$ cat config.mk
export PLATFORM = sky130hd
export DESIGN_NAME = score_bcd_encoder
export DESIGN_NICKNAME = d
export VERILOG_FILES = /design/src/rtl/score_bcd_encoder.sv
export SDC_FILE = /design/constraint.sdc
export NUM_CORES = 1
export LEC_CHECK = 0
export BUFFER_PORTS_ARGS = -buffer_cell sky130_fd_sc_hd__buf_2
export CORE_ASPECT_RATIO = 0.9
export CORE_MARGIN = 5
export CORE_UTILIZATION = 40
export CTS_BUF_LIST = sky130_fd_sc_hd__clkbuf_4 sky130_fd_sc_hd__clkbuf_8 sky130_fd_sc_hd__clkbuf_16
export DETAILED_ROUTE_END_ITERATION = 10
export HOLD_SLACK_MARGIN = 0.02
export PLACE_DENSITY_LB_ADDON = 0.3
export SYNTH_ARGS = -nofsm -noshare
export SYNTH_HDL_FRONTEND = slang
export SYNTH_SLANG_ARGS = --single-unit
$ cat constraint.sdc
create_clock -name clk -period 2.2 [get_ports clk]
set_input_delay 0.44 -clock clk [delete_from_list [all_inputs] [get_ports clk]]
set_output_delay 0.44 -clock clk [all_outputs]
set_load 0.1 [all_outputs]
$ cat src/rtl/score_bcd_encoder.sv
// Iterative binary-to-BCD converter (shift-add-3, one bit per clock) with
// leading-zero blanking mask and overflow flag for the score display.
module score_bcd_encoder #(
   parameter int WIDTH  = 16,
   parameter int DIGITS = 5
) (
   input  logic                  clk,
   input  logic                  resetn,
   input  logic                  start,
   input  logic [WIDTH-1:0]      bin,
   output logic                  busy,
   output logic                  done,
   output logic [4*DIGITS-1:0]   bcd,
   output logic [DIGITS-1:0]     digit_en,
   output logic                  overflow
);

   localparam int CW = $clog2(WIDTH + 1);
   localparam int BW = 4 * DIGITS;

   typedef enum logic {StIdle, StConv} state_e;

   state_e            r_state, w_state_nxt;
   logic [WIDTH-1:0]  r_shift, w_shift_nxt;
   logic [BW-1:0]     r_scratch, w_scratch_nxt;
   logic              r_ovf, w_ovf_nxt;
   logic [CW-1:0]     r_cnt, w_cnt_nxt;
   logic              r_done, w_done_nxt;
   logic [BW-1:0]     r_bcd, w_bcd_nxt;
   logic [DIGITS-1:0] r_en, w_en_nxt;
   logic              r_overflow, w_overflow_nxt;

   logic [BW-1:0]     w_adj;
   logic [BW-1:0]     w_scr_shift;
   logic              w_carry;
   logic [DIGITS-1:0] w_new_en;

   // Add-3 correction per digit, then one-bit shift of {scratch, shift}
   always_comb begin
      w_adj = '0;
      for (int d = 0; d < DIGITS; d++) begin
         if (r_scratch[4*d +: 4] >= 4'd5) w_adj[4*d +: 4] = r_scratch[4*d +: 4] + 4'd3;
         else                             w_adj[4*d +: 4] = r_scratch[4*d +: 4];
      end
      w_carry     = w_adj[BW-1];
      w_scr_shift = {w_adj[BW-2:0], r_shift[WIDTH-1]};
   end

   // Digit i is shown if it or any more significant digit is nonzero
   always_comb begin
      w_new_en = '0;
      for (int i = 0; i < DIGITS; i++) begin
         for (int j = i; j < DIGITS; j++) begin
            if (w_scr_shift[4*j +: 4] != 4'd0) w_new_en[i] = 1'b1;
         end
      end
      w_new_en[0] = 1'b1;
   end

   always_comb begin
      w_state_nxt    = r_state;
      w_shift_nxt    = r_shift;
      w_scratch_nxt  = r_scratch;
      w_ovf_nxt      = r_ovf;
      w_cnt_nxt      = r_cnt;
      w_done_nxt     = 1'b0;
      w_bcd_nxt      = r_bcd;
      w_en_nxt       = r_en;
      w_overflow_nxt = r_overflow;
      case (r_state)
         StIdle: begin
            if (start) begin
               w_shift_nxt   = bin;
               w_scratch_nxt = '0;
               w_ovf_nxt     = 1'b0;
               w_cnt_nxt     = CW'(WIDTH);
               w_state_nxt   = StConv;
            end
         end
         StConv: begin
            w_scratch_nxt = w_scr_shift;
            w_shift_nxt   = r_shift << 1;
            w_ovf_nxt     = r_ovf | w_carry;
            w_cnt_nxt     = r_cnt - CW'(1);
            if (r_cnt == CW'(1)) begin
               w_bcd_nxt      = w_scr_shift;
               w_overflow_nxt = r_ovf | w_carry;
               w_en_nxt       = w_new_en;
               w_done_nxt     = 1'b1;
               w_state_nxt    = StIdle;
            end
         end
      endcase
   end

   always_ff @(posedge clk) begin
      if (!resetn) begin
         r_state    <= StIdle;
         r_shift    <= '0;
         r_scratch  <= '0;
         r_ovf      <= 1'b0;
         r_cnt      <= '0;
         r_done     <= 1'b0;
         r_bcd      <= '0;
         r_en       <= DIGITS'(1);
         r_overflow <= 1'b0;
      end else begin
         r_state    <= w_state_nxt;
         r_shift    <= w_shift_nxt;
         r_scratch  <= w_scratch_nxt;
         r_ovf      <= w_ovf_nxt;
         r_cnt      <= w_cnt_nxt;
         r_done     <= w_done_nxt;
         r_bcd      <= w_bcd_nxt;
         r_en       <= w_en_nxt;
         r_overflow <= w_overflow_nxt;
      end
   end

   assign busy     = (r_state == StConv);
   assign done     = r_done;
   assign bcd      = r_bcd;
   assign digit_en = r_en;
   assign overflow = r_overflow;

endmodule

==> summary.txt <==
Placed design
  – GP Congestion: 0.880
  – Inst Count DP: 538
  – Pre-CTS setup slack: 296 ps
  – I/O Buffers: 45
  – Placed cell area: 0.00364 mm^2
  – Detail Placement HPWL: 5210 um

Clocking
  – H-tree levels: 3
  – TritonCTS Buffers: 9
  – Worst-case clock buffer depth: 2
  – Clk sink count: 69
  – Postcts setup bufs: 0
  – Clock latency on the worst-skew pair: 330 ps
  – CTS resizes: 0
  – TritonCTS clock tree: done
  – Hold buffer count at cts: 0
  – Worst-path clk slew: 70 ps
  – Clock tree root buffer cell: clkbuf_8

STA
  – Max-slew headroom: 65.6%
  – Peak Freq: 521 MHz
  – Worst Skew: 9.51 ps
  – Final worst slack: 282 ps
  – Final setup TNS: 0 ps
  – Worst slew pin tran: 516 ps
  – Final count of negative-setup-slack endpoints: 0
  – Max Transition Viols Final: 0
  – Minimum clock period after layout: 1920 ps
  – Tcrit/Tclk final: 87.2%
  – RSZ-0062 raised after global routing: false
  – Fin. Hold Viols: 0
  – Hold WS: 399 ps

Synth
  – Count of cell types in the netlist: 45
  – Synthesized area per cell: 8.13 um^2
  – Synth Flop Type: dfxtp_1
  – Synth warnings: 0
  – #FFs+latches synth: 69
  – Post-synth top cells: dfxtp_1, nor2_1, a21oi_1
  – Seq/Total Area, Yosys: 41.4%
  – Post-synth ARST share: 0%
  – Synth Instances: 411
  – Post-synth top area share: 41.4%
  – Post-synth EDFFs: 0
  – Count leader, synth: dfxtp_1
  – Area of the mapped netlist: 0.00334 mm^2
  – Syn nets: 442
  – Synth top area cells: dfxtp_1, a21oi_1, nor2_1
  – Dominant cell type by area after synthesis: dfxtp_1

Final layout
  – FF+latch area: 0.00138 mm^2
  – Multi-input gate area: 0.00177 mm^2
  – Layout fillers: 806
  – Layout Cells excl Fill: 554
  – # diodes: 0
  – Layout Cell Area excl Fill: 0.00385 mm^2
  – Fraction of layout cells with a size suffix above 1: 17.4%
  – Nets: 481
  – Area delta synth->final: 15.4%

Setup path
  – WP data required: 2410 ps
  – Crit-path leading delay family: compound AO/OA/AOI/OAI gates
  – Crit-path max FO: 8
  – Worst Path Buf+Inv: 1
  – Crit-path most repeated cell: a31oi_1
  – Slowest cell on the critical path: dfxtp_1
  – Startpoint types: flip-flop
  – Max incr delay on CP: 420 ps
  – CP Class: reg2reg
  – CP arrival: 2130 ps
  – Critical path, cell by cell: inv_1 > ha_1 > nand2b_1 > a31oi_1 > o21ai_1 > nor4_4 > a31oi_1
  – Setup crit end kind: flip-flop

Pwr
  – Pwr/cell area: 701 mW/mm^2
  – Maximum VDD drop: 0.491 mV
  – P_leak: 1.57 nW

Detailed routing
  – DR vias/cell: 5.13
  – Total wire length: 7290 um
  – DR pass1 iterations: 4
  – Vias post-DR: 2841
  – Wirelength per Cell: 13.2 um
  – Antenna viol nets, final: 0
  – DRC Markers: 0
  – 1st-iter DRT viols: 86

Floorplan
  – Top-Level Pins: 47
  – Die width: 106 um
  – Core Region: 0.00811 mm^2
  – Die H: 96.7 um
  – Initial Util: 41.2%
  – DIE AREA: 0.0103 mm^2
  – # rows: 31

Global route
  – Antenna violations before repair: 0
  – First-pass GRT wire length: 12500 um
  – Gr ovfl total: 0
  – Largest net degree at the start of global routing: 36
  – GRT Util Overall: 14.6%
  – Vias in the first global route: 2727

Run status
  – Status: complete, no violations

Worst hold path
  – Hold crit path type: in2reg

Flow run
  – Max_cap viols: 0
-- worst paths after layout --
check | startpoint | to | slack [ps] | cells past startpoint
worst max-delay path | r_scratch[16] | digit_en[1] | 280 | 7
worst min-delay path | bin[0] | r_shift[0] | 400 | 3
worst max register to register | r_scratch[16] | digit_en[1] | 280 | 7
worst min register to register | bcd[14] | bcd[14] | 450 | 2
-- area by class of cell --
class	instances	share of cell area (%)
clock buffer	13	4.48
clock inverter	3	1.10
inverter	17	1.66
multi-input combinational	298	45.9
sequential	69	35.9
tap	99	3.21
timing repair buffer	55	7.79
-- registers in the layout, indices dropped and copies added (netlist names) --
register / cells
bcd: 20
r_scratch: 20
r_shift: 16
r_cnt: 5
digit_en: 4
busy: 1
done: 1
overflow: 1
r_ovf: 1
-- power breakdown --
group / switching, W / internal (W)
logic: 0.000211 / 0.0000914
clock network: 0.000455 / 0.000628
registers: 0.0000311 / 0.00129
-- metal layers --
metal	GRT usage, %	vias up	wire length (um)
li1	-	1486	-
met3	4.66	7	364
met5	0	-	0
met2	24.4	45	3290
met4	3.39	0	38
met1	18.4	1303	3600
-- cell usage in the layout (no fill, tap or decap), drive strengths merged, types with 9 or more instances in the layout --
| master | count |
|---|---|
| nor2 | 67 |
| clkbuf | 13 |
| dfxtp | 69 |
| buf | 55 |
| o21ai | 18 |
| ha | 12 |
| nor3 | 26 |
| inv | 16 |
| mux2i | 22 |
| nand2 | 29 |
| a21oi | 55 |
| a211oi | 9 |
-- cell families (layout without fill, tap and decap cells) --
| kind of cell | after synthesis | count (layout) | share of synthesized area [%] |
|---|---|---|---|
| AO/OA/AOI/OAI | 100 | 100 | 17.5 |
| other | 1 | 1 | 0.112 |
| multiplexers | 22 | 22 | 6.59 |
| adder cells (fa/ha/maj) | 12 | 12 | 4.50 |
| XOR/XNOR | 6 | 6 | 1.57 |
| buffers and inverters | 44 | 88 | 5.66 |
| AND/OR/NAND/NOR | 157 | 157 | 22.7 |
| flip-flops | 69 | 69 | 41.4 |
-- tightest hold or removal path: stages --
cell	delay (ps)
buf_2	70
mux2i_1	60
nor3_1	110
-- stage by stage --
step / util [%] / total power [W]
global placement: 44.9 / 0.00165
CTS: 47.6 / 0.00274
detailed placement: 44.9 / 0.00165
floorplan: - / 0.00158
global route: 47.6 / 0.00283
finish: 47.6 / 0.00270
Power figures use the tool's default switching activity.
